### config.mk
export PLATFORM = sky130hd
export DESIGN_NAME = bus_arbiter_rr
export DESIGN_NICKNAME = d
export VERILOG_FILES = /design/src/rtl/bus_arb_pkg.sv /design/src/rtl/rr_pick.sv /design/src/rtl/bus_arbiter_rr.sv
export SDC_FILE = /design/constraint.sdc
export NUM_CORES = 1
export LEC_CHECK = 0
export CORE_AREA = 3 3 80 59
export DETAILED_ROUTE_END_ITERATION = 12
export DIE_AREA = 0 0 83 62
export SETUP_SLACK_MARGIN = 0.02
export SLEW_MARGIN = 5
export SYNTH_ARGS = -nofsm -noshare
export SYNTH_HDL_FRONTEND = slang
export SYNTH_SLANG_ARGS = --single-unit
### constraint.sdc
create_clock -name clk -period 3.1 [get_ports clk]
set_input_delay 0.775 -clock clk [delete_from_list [all_inputs] [get_ports clk]]
set_output_delay 0.775 -clock clk [all_outputs]
set_load 0.05 [all_outputs]
### src/rtl/bus_arb_pkg.sv
// Shared constants, state encoding and helpers for the round-robin bus arbiter.
package bus_arb_pkg;

  localparam int BYTE_W   = 8;
  localparam int LOCK_MAX = 4;

  typedef enum logic {
    ST_IDLE = 1'b0,
    ST_XFER = 1'b1
  } state_t;

  // Counter/pointer width that stays legal (>=1) for single-entry ranges.
  function automatic int clog2_min1(input int value);
    return (value <= 1) ? 1 : $clog2(value);
  endfunction

endpackage

### src/rtl/rr_pick.sv
// Combinational round-robin picker: first requester strictly after last_ptr, wrapping modulo NCH.
module rr_pick
  import bus_arb_pkg::*;
#(
  parameter int NCH  = 2,
  parameter int PTRW = clog2_min1(NCH)
) (
  input  logic [NCH-1:0]  req,
  input  logic [PTRW-1:0] last_ptr,
  output logic [NCH-1:0]  onehot,
  output logic [PTRW-1:0] idx,
  output logic            any
);

  always_comb begin
    onehot = '0;
    idx    = '0;
    any    = 1'b0;
    // Offset 1 first so the previous winner is considered last.
    for (int k = 1; k <= NCH; k++) begin
      for (int i = 0; i < NCH; i++) begin
        if (!any && req[i] && (i == ((int'(last_ptr) + k) % NCH))) begin
          any       = 1'b1;
          idx       = PTRW'(i);
          onehot[i] = 1'b1;
        end
      end
    end
  end

endmodule

### src/rtl/bus_arbiter_rr.sv
// N-channel round-robin arbiter serialising one (ADDRW+8)-bit word per grant onto an 8-bit bus, LSB first.
// Define ARB_LOCK_EN to add the lock input (capped consecutive re-grants of a locked channel).
module bus_arbiter_rr
  import bus_arb_pkg::*;
#(
  parameter int NCH   = 2,
  parameter int ADDRW = 24
) (
  input  logic                      clk,
  input  logic                      rst_n,
  input  logic [NCH-1:0]            req,
  input  logic [NCH*(ADDRW+8)-1:0]  data_in,
`ifdef ARB_LOCK_EN
  input  logic [NCH-1:0]            lock,
`endif
  input  logic                      bus_ready,
  output logic [BYTE_W-1:0]         data_out,
  output logic                      valid_out,
  output logic [NCH-1:0]            grant,
  output logic                      done,
  output logic                      busy
);

  localparam int PW    = ADDRW + 8;
  localparam int BEATS = PW / BYTE_W;
  localparam int CW    = clog2_min1(BEATS);
  localparam int PTRW  = clog2_min1(NCH);

  if ((PW % BYTE_W) != 0) begin : g_pw_check
    $error("bus_arbiter_rr: ADDRW+8 must be a multiple of 8");
  end
  if ((NCH < 1) || (NCH > 8)) begin : g_nch_check
    $error("bus_arbiter_rr: NCH must be in 1..8");
  end

  state_t            state;
  logic [CW-1:0]     cnt;
  logic [PTRW-1:0]   last_ptr;
  logic [PTRW-1:0]   gidx;

  logic [PTRW-1:0]   pick_ptr;
  logic [PTRW-1:0]   pick_idx;
  logic [NCH-1:0]    pick_onehot;
  logic              pick_any;

  logic [PW-1:0]     payload;
  logic [BYTE_W-1:0] cur_byte;
  logic              last_beat;
  logic              lock_take;

  always_comb begin
    payload = '0;
    for (int i = 0; i < NCH; i++) begin
      if (gidx == PTRW'(i)) payload = data_in[i*PW +: PW];
    end
  end

  always_comb begin
    cur_byte = '0;
    for (int b = 0; b < BEATS; b++) begin
      if (cnt == CW'(b)) cur_byte = payload[b*BYTE_W +: BYTE_W];
    end
  end

  assign valid_out = (state == ST_XFER);
  assign busy      = valid_out;
  assign data_out  = valid_out ? cur_byte : '0;
  assign last_beat = valid_out && bus_ready && (cnt == CW'(BEATS - 1));
  assign done      = last_beat;

  // At the last beat the current channel becomes the pointer, so it ranks lowest for the hand-off.
  assign pick_ptr = valid_out ? gidx : last_ptr;

  rr_pick #(
    .NCH  (NCH),
    .PTRW (PTRW)
  ) u_pick (
    .req      (req),
    .last_ptr (pick_ptr),
    .onehot   (pick_onehot),
    .idx      (pick_idx),
    .any      (pick_any)
  );

`ifdef ARB_LOCK_EN
  logic [2:0] lock_cnt;

  assign lock_take = lock[gidx] && req[gidx] && (lock_cnt < 3'(LOCK_MAX));

  always_ff @(posedge clk or negedge rst_n) begin
    if (!rst_n) begin
      lock_cnt <= '0;
    end else if (last_beat) begin
      lock_cnt <= lock_take ? (lock_cnt + 3'd1) : 3'd0;
    end
  end
`else
  assign lock_take = 1'b0;
`endif

  always_ff @(posedge clk or negedge rst_n) begin
    if (!rst_n) begin
      state    <= ST_IDLE;
      grant    <= '0;
      cnt      <= '0;
      last_ptr <= PTRW'(NCH - 1);
      gidx     <= '0;
    end else begin
      case (state)
        ST_IDLE: begin
          if (pick_any) begin
            state <= ST_XFER;
            grant <= pick_onehot;
            gidx  <= pick_idx;
            cnt   <= '0;
          end
        end
        ST_XFER: begin
          if (last_beat) begin
            cnt <= '0;
            // A locked re-grant keeps grant, gidx and last_ptr untouched.
            if (!lock_take) begin
              last_ptr <= gidx;
              if (pick_any) begin
                grant <= pick_onehot;
                gidx  <= pick_idx;
              end else begin
                state <= ST_IDLE;
                grant <= '0;
              end
            end
          end else if (bus_ready) begin
            cnt <= cnt + CW'(1);
          end
        end
        default: begin
          state <= ST_IDLE;
          grant <= '0;
        end
      endcase
    end
  end

endmodule
Yosys cells after proc, flatten, opt, wreduce, memory -nomap -nowiden
Index checks and enable logic that the tools add are counted.
{"block": "classes", "reduce_logical": 18, "n_addsub": 3, "shift": 0, "order_cmp": 0, "div": 0, "multipliers": 0, "n_mux": 30, "eq_ne": 8, "bitwise_logic": 3}
{"op": "$logic_not 32->1", "n": 2}
{"op": "$mux 8", "n": 5}
{"op": "$mux 32", "n": 1}
{"op": "$mux 1", "n": 14}
{"op": "$mux 2", "n": 6}
{"op": "$logic_and 1x1->1", "n": 9}
{"op": "$pmux 2 s2", "n": 2}
{"op": "$reduce_and 2->1", "n": 3}
{"op": "$eq 2x2->1 const A", "n": 2}
{"op": "$eq 2x2->1 const B", "n": 2}
{"op": "$ne 2x2->1 const B", "n": 2}
{"op": "$pmux 1 s2", "n": 2}
{"op": "$logic_not 1->1", "n": 3}
{"op": "$ne 3x3->1 const B", "n": 1}
{"op": "$add 1x1->1 const B", "n": 2}
{"op": "$add 2x1->2 const B", "n": 1}
{"op": "$and 1x1->1 const A", "n": 2}
{"op": "$eq 2x1->1 const B", "n": 1}
{"op": "$logic_not 2->1", "n": 1}
{"op": "$not 1->1", "n": 1}
{"block": "word_totals", "output_inout_bits": 13, "latchBits": 0, "elab_cells": 67, "ff_bits": 7, "romBits": 0, "ram_bits": 0, "in_bits": 69, "n_memories": 0}

Logic depth before layout (Yosys ltp)
{"block": "depth", "word_depth": 21, "depth_mapped": 6, "ltp_nobuf": 5}

Modules after synthesis
From an unflattened synthesis, not the netlist that was laid out.
{"block": "unflattened", "cells_unflattened": 109, "area_unflattened_um2": 1056.0}
{"mod": "bus_arbiter_rr", "n_inst": 1, "area_per_inst_um2": 1023.5, "cells_per_inst": 104}
{"mod": "rr_pick", "n_inst": 1, "area_per_inst_um2": 32.5, "cells_per_inst": 5}

Worst setup path after synthesis
Ideal clock, no wire load.
{"block": "synth_timing", "path_kind": "reg-to-output", "start": "register cnt[0]", "end": "output data_out[0]", "t_arrival_ps": 1644, "required_time_ps": 2325, "slack_ps": 681, "n_path_buf": 1, "stages_incl_launch_ff": 7, "cell_sequence": "dfrtp_1 inv_1 ha_1 nor2b_1 buf_1 a221oi_1 o21a_1"}
{"block": "synth_between", "elab_chain_len": 6}
{"element": "start, declared", "line": "bus_arbiter_rr.sv:37", "source": "logic [CW-1:0] cnt;"}
{"element": "start signal, assigned", "line": "bus_arbiter_rr.sv:133", "source": "cnt <= cnt + CW'(1);"}
{"element": "$logic_not 2->1", "line": "bus_arbiter_rr.sv:61", "source": "if (cnt == CW'(b)) cur_byte = payload[b*BYTE_W +: BYTE_W];"}
{"element": "$mux 8 (3 in a row)", "line": "bus_arbiter_rr.sv:61"}
{"element": "$mux 8 *", "line": "bus_arbiter_rr.sv:61"}
{"element": "$mux 8 *", "line": "bus_arbiter_rr.sv:67", "source": "assign data_out = valid_out ? cur_byte : '0;"}
{"element": "end, declared", "line": "bus_arbiter_rr.sv:17", "source": "output logic [BYTE_W-1:0] data_out,"}
Mark *: on every way between the ends. The rest lies on a longest branch, timed or not.

Worst setup path after layout
{"block": "layout_timing", "start": "register cnt[0]", "end": "output data_out[4]"}
The elaborated chain is that of the path after synthesis.

==> qor.txt <==
status -> completed
# fillers -> 386
Post-layout nets -> 261
Pleak -> 0.850 nW
slew of the pin with the lowest slew margin -> 723 ps
Storage cell area -> 176 sq um
Synthesized Nets -> 183
max cap viols -> 0
DP HPWL -> 3460 microns
CP Capture Type -> output port
Global Route Usage Sum -> 15.0%
Clock Latency Late Sink -> 230 ps
Mapped Cells -> 110
num ports -> 82
CP max FO -> 8
first-pass GRT wire length -> 6220 microns
Via density -> 4.88
RSZ-0062 raised after global routing -> no
Comb pwr share -> 85.4%
fin. max-slew vios -> 0
power per cell area -> 1070 mW/mm^2
gr ovfl total -> 0
Seq pwr share -> 8.4%
top cell type's share of synthesized area -> 32.0%
clk slew on worst S/H paths -> 50 ps
post-place instance area -> 0.00192 sq mm
Yosys warnings -> 0
crit path DAT -> 2000 ps
setup TNS -> 0 ps
initial antenna violation count -> 0
area occupied by multi-input gates -> 729 sq um
Max Freq -> 360 MHz
GPL Wtd Cong -> 0.888
Die Span Y -> 62 microns
DIE AREA -> 0.00515 sq mm
Crit Path Category -> flop to output port
Initial Utilization -> 25.4%
Core ar. -> 0.00395 sq mm
Most used DFF post-synth -> dfrtp_1
Hold Path Cell Cnt -> 2
clk sinks -> 7
count leader, synth -> mux2i_1
Die X -> 83 microns
Root Driver -> clkbuf_8
FFs w/ async S/R, synth -> 100%
antenna diode count -> 0
vias in the first global route -> 1163
CTS Hold Buffers Added -> 0
switching power of the nets -> 1.03 mW
top cells by area, synth -> mux2i_1, dfrtp_1, a221oi_1
post-route minimum period -> 2780 ps
worst reg-to-reg path cell count -> 5
TritonRoute pass-1 iters -> 4
post-CTS sizing -> 0
Mean Syn Cell Area -> 9.11 sq um
Fin Clk Skew -> 3.54 ps
layout cell share with drive strength beyond 1 -> 10.2%
routed vias -> 1166
post-route antenna net violation count -> 0
synthesized area -> 0.00100 sq mm
final worst path period share -> 89.6%
Relative slew margins -> 51.7%
Clk pwr share -> 6.2%
synthesized flop and latch total -> 7
endpoints failing setup -> 0
CTS tree -> done
DRC -> 0
most frequent cells after synthesis -> mux2i_1, o21a_1, o22ai_1
Yosys cell types -> 35
post-DR wirelength/cell -> 17.1 microns
sequential fraction of the synthesis area -> 17.6%
DRT iter0 DRCs -> 31
final wirelength -> 4090 microns
Post-synth EDFFs -> 0
final hold viol count -> 0
clk buf depth -> 2
startpoint types -> flop
PortBufs -> 81
Pint -> 1.07 mW
top cell type by total area after synthesis -> mux2i_1
design area -> 0.00196 sq mm
H-tree levels -> 1
VDD IR max -> 0.000407 V
utilization after layout -> 49.8%
largest net degree at the start of global routing -> 33
total CTS buffers -> 3
worst hold-check path type -> flop to flop
Layout area overhead -> 96.0%
Net Sw Frac -> 48.9%
Final Power -> 2.10 mW
Required @ worst endpoint -> 2320 ps
setup bufs post-CTS -> 0
num rows -> 19
flip-flops by register name (all words and copies together), names as in the netlist:
name / flops
cnt: 2
grant: 2
busy: 1
gidx: 1
last_ptr: 1
routing by layer:
metal / GRT usage [%] / part of all wire (%) / up-vias
met5: 0 / 0 / -
met2: 27.6 / 54 / 36
met4: 1.40 / 0 / 0
met1: 19.6 / 42 / 550
met3: 2.64 / 4.2 / 0
li1: - / - / 580
per-stage QoR:
stage | worst slack (ps) | cells | hold WS, ps
CTS | 312 | 239 | 511
floorplan | 681 | 110 | 463
finish | 321 | 239 | 505
detailed placement | 321 | 235 | 504
global route | 147 | 239 | 543
global placement | 339 | 235 | 482
cells by family after synthesis:
group | count (synthesis) | share of synthesized area (%)
AO/OA/AOI/OAI | 37 | 27.8
multiplexers | 32 | 32.0
AND/OR/NAND/NOR | 15 | 7.99
buffers and inverters | 15 | 9.61
adder cells (fa/ha/maj) | 4 | 4.99
flip-flops | 7 | 17.6
power groups by stage:
stage | Clock (mW) | Combinational (mW) | Sequential [mW]
3_5_place_dp | 0 | 1.81 | 0.178
5_1_grt | 0.140 | 1.88 | 0.182
3_3_place_gp | 0 | 1.78 | 0.174
4_1_cts | 0.135 | 1.81 | 0.177
2_1_floorplan | 0 | 1.06 | 0.208
6_report | 0.131 | 1.79 | 0.176
final cells by class:
cell class | count | area share, %
clock buffer | 3 | 2.10
sequential | 7 | 8.98
tap | 52 | 3.31
timing repair buffer | 83 | 47.3
clock inverter | 1 | 0.255
multi-input combinational | 88 | 37.1
inverter | 5 | 0.955
cells in the final DEF (no fill, tap or decap), drive strengths merged, types with 3 or more instances in the layout:
cell	n
ha	4
a221oi	8
clkdlybuf4s50	72
o21a	8
buf	11
dfrtp	6
inv	4
o22ai	8
nor2b	3
o21ai	4
mux2i	32
nand2	3
clkbuf	3
path summary, 6_finish.rpt:
| kind | start | endpoint | slack [ps] |
|---|---|---|---|
| setup reg to reg | cnt[0]$_DFFE_PN0P_ | grant[1]$_DFFE_PN0P_ | 1630 |
| min in group asynchronous | rst_n | busy$_DFF_PN0_ | 810 |
| setup / recovery | cnt[0]$_DFFE_PN0P_ | data_out[4] | 320 |
| hold reg to reg | last_ptr$_DFFE_PN1P_ | last_ptr$_DFFE_PN1P_ | 500 |
| hold / removal | last_ptr$_DFFE_PN1P_ | last_ptr$_DFFE_PN1P_ | 500 |
| max in group asynchronous | rst_n | last_ptr$_DFFE_PN1P_ | 2000 |
critical path, stage by stage, from the launching register on:
cell and delay [ps]:
dfrtp_1 420, inv_1 100, ha_1 150, nor2b_1 590, a221oi_1 180, o21a_1 180
buf_12 150
Power figures use the tool's default switching activity.
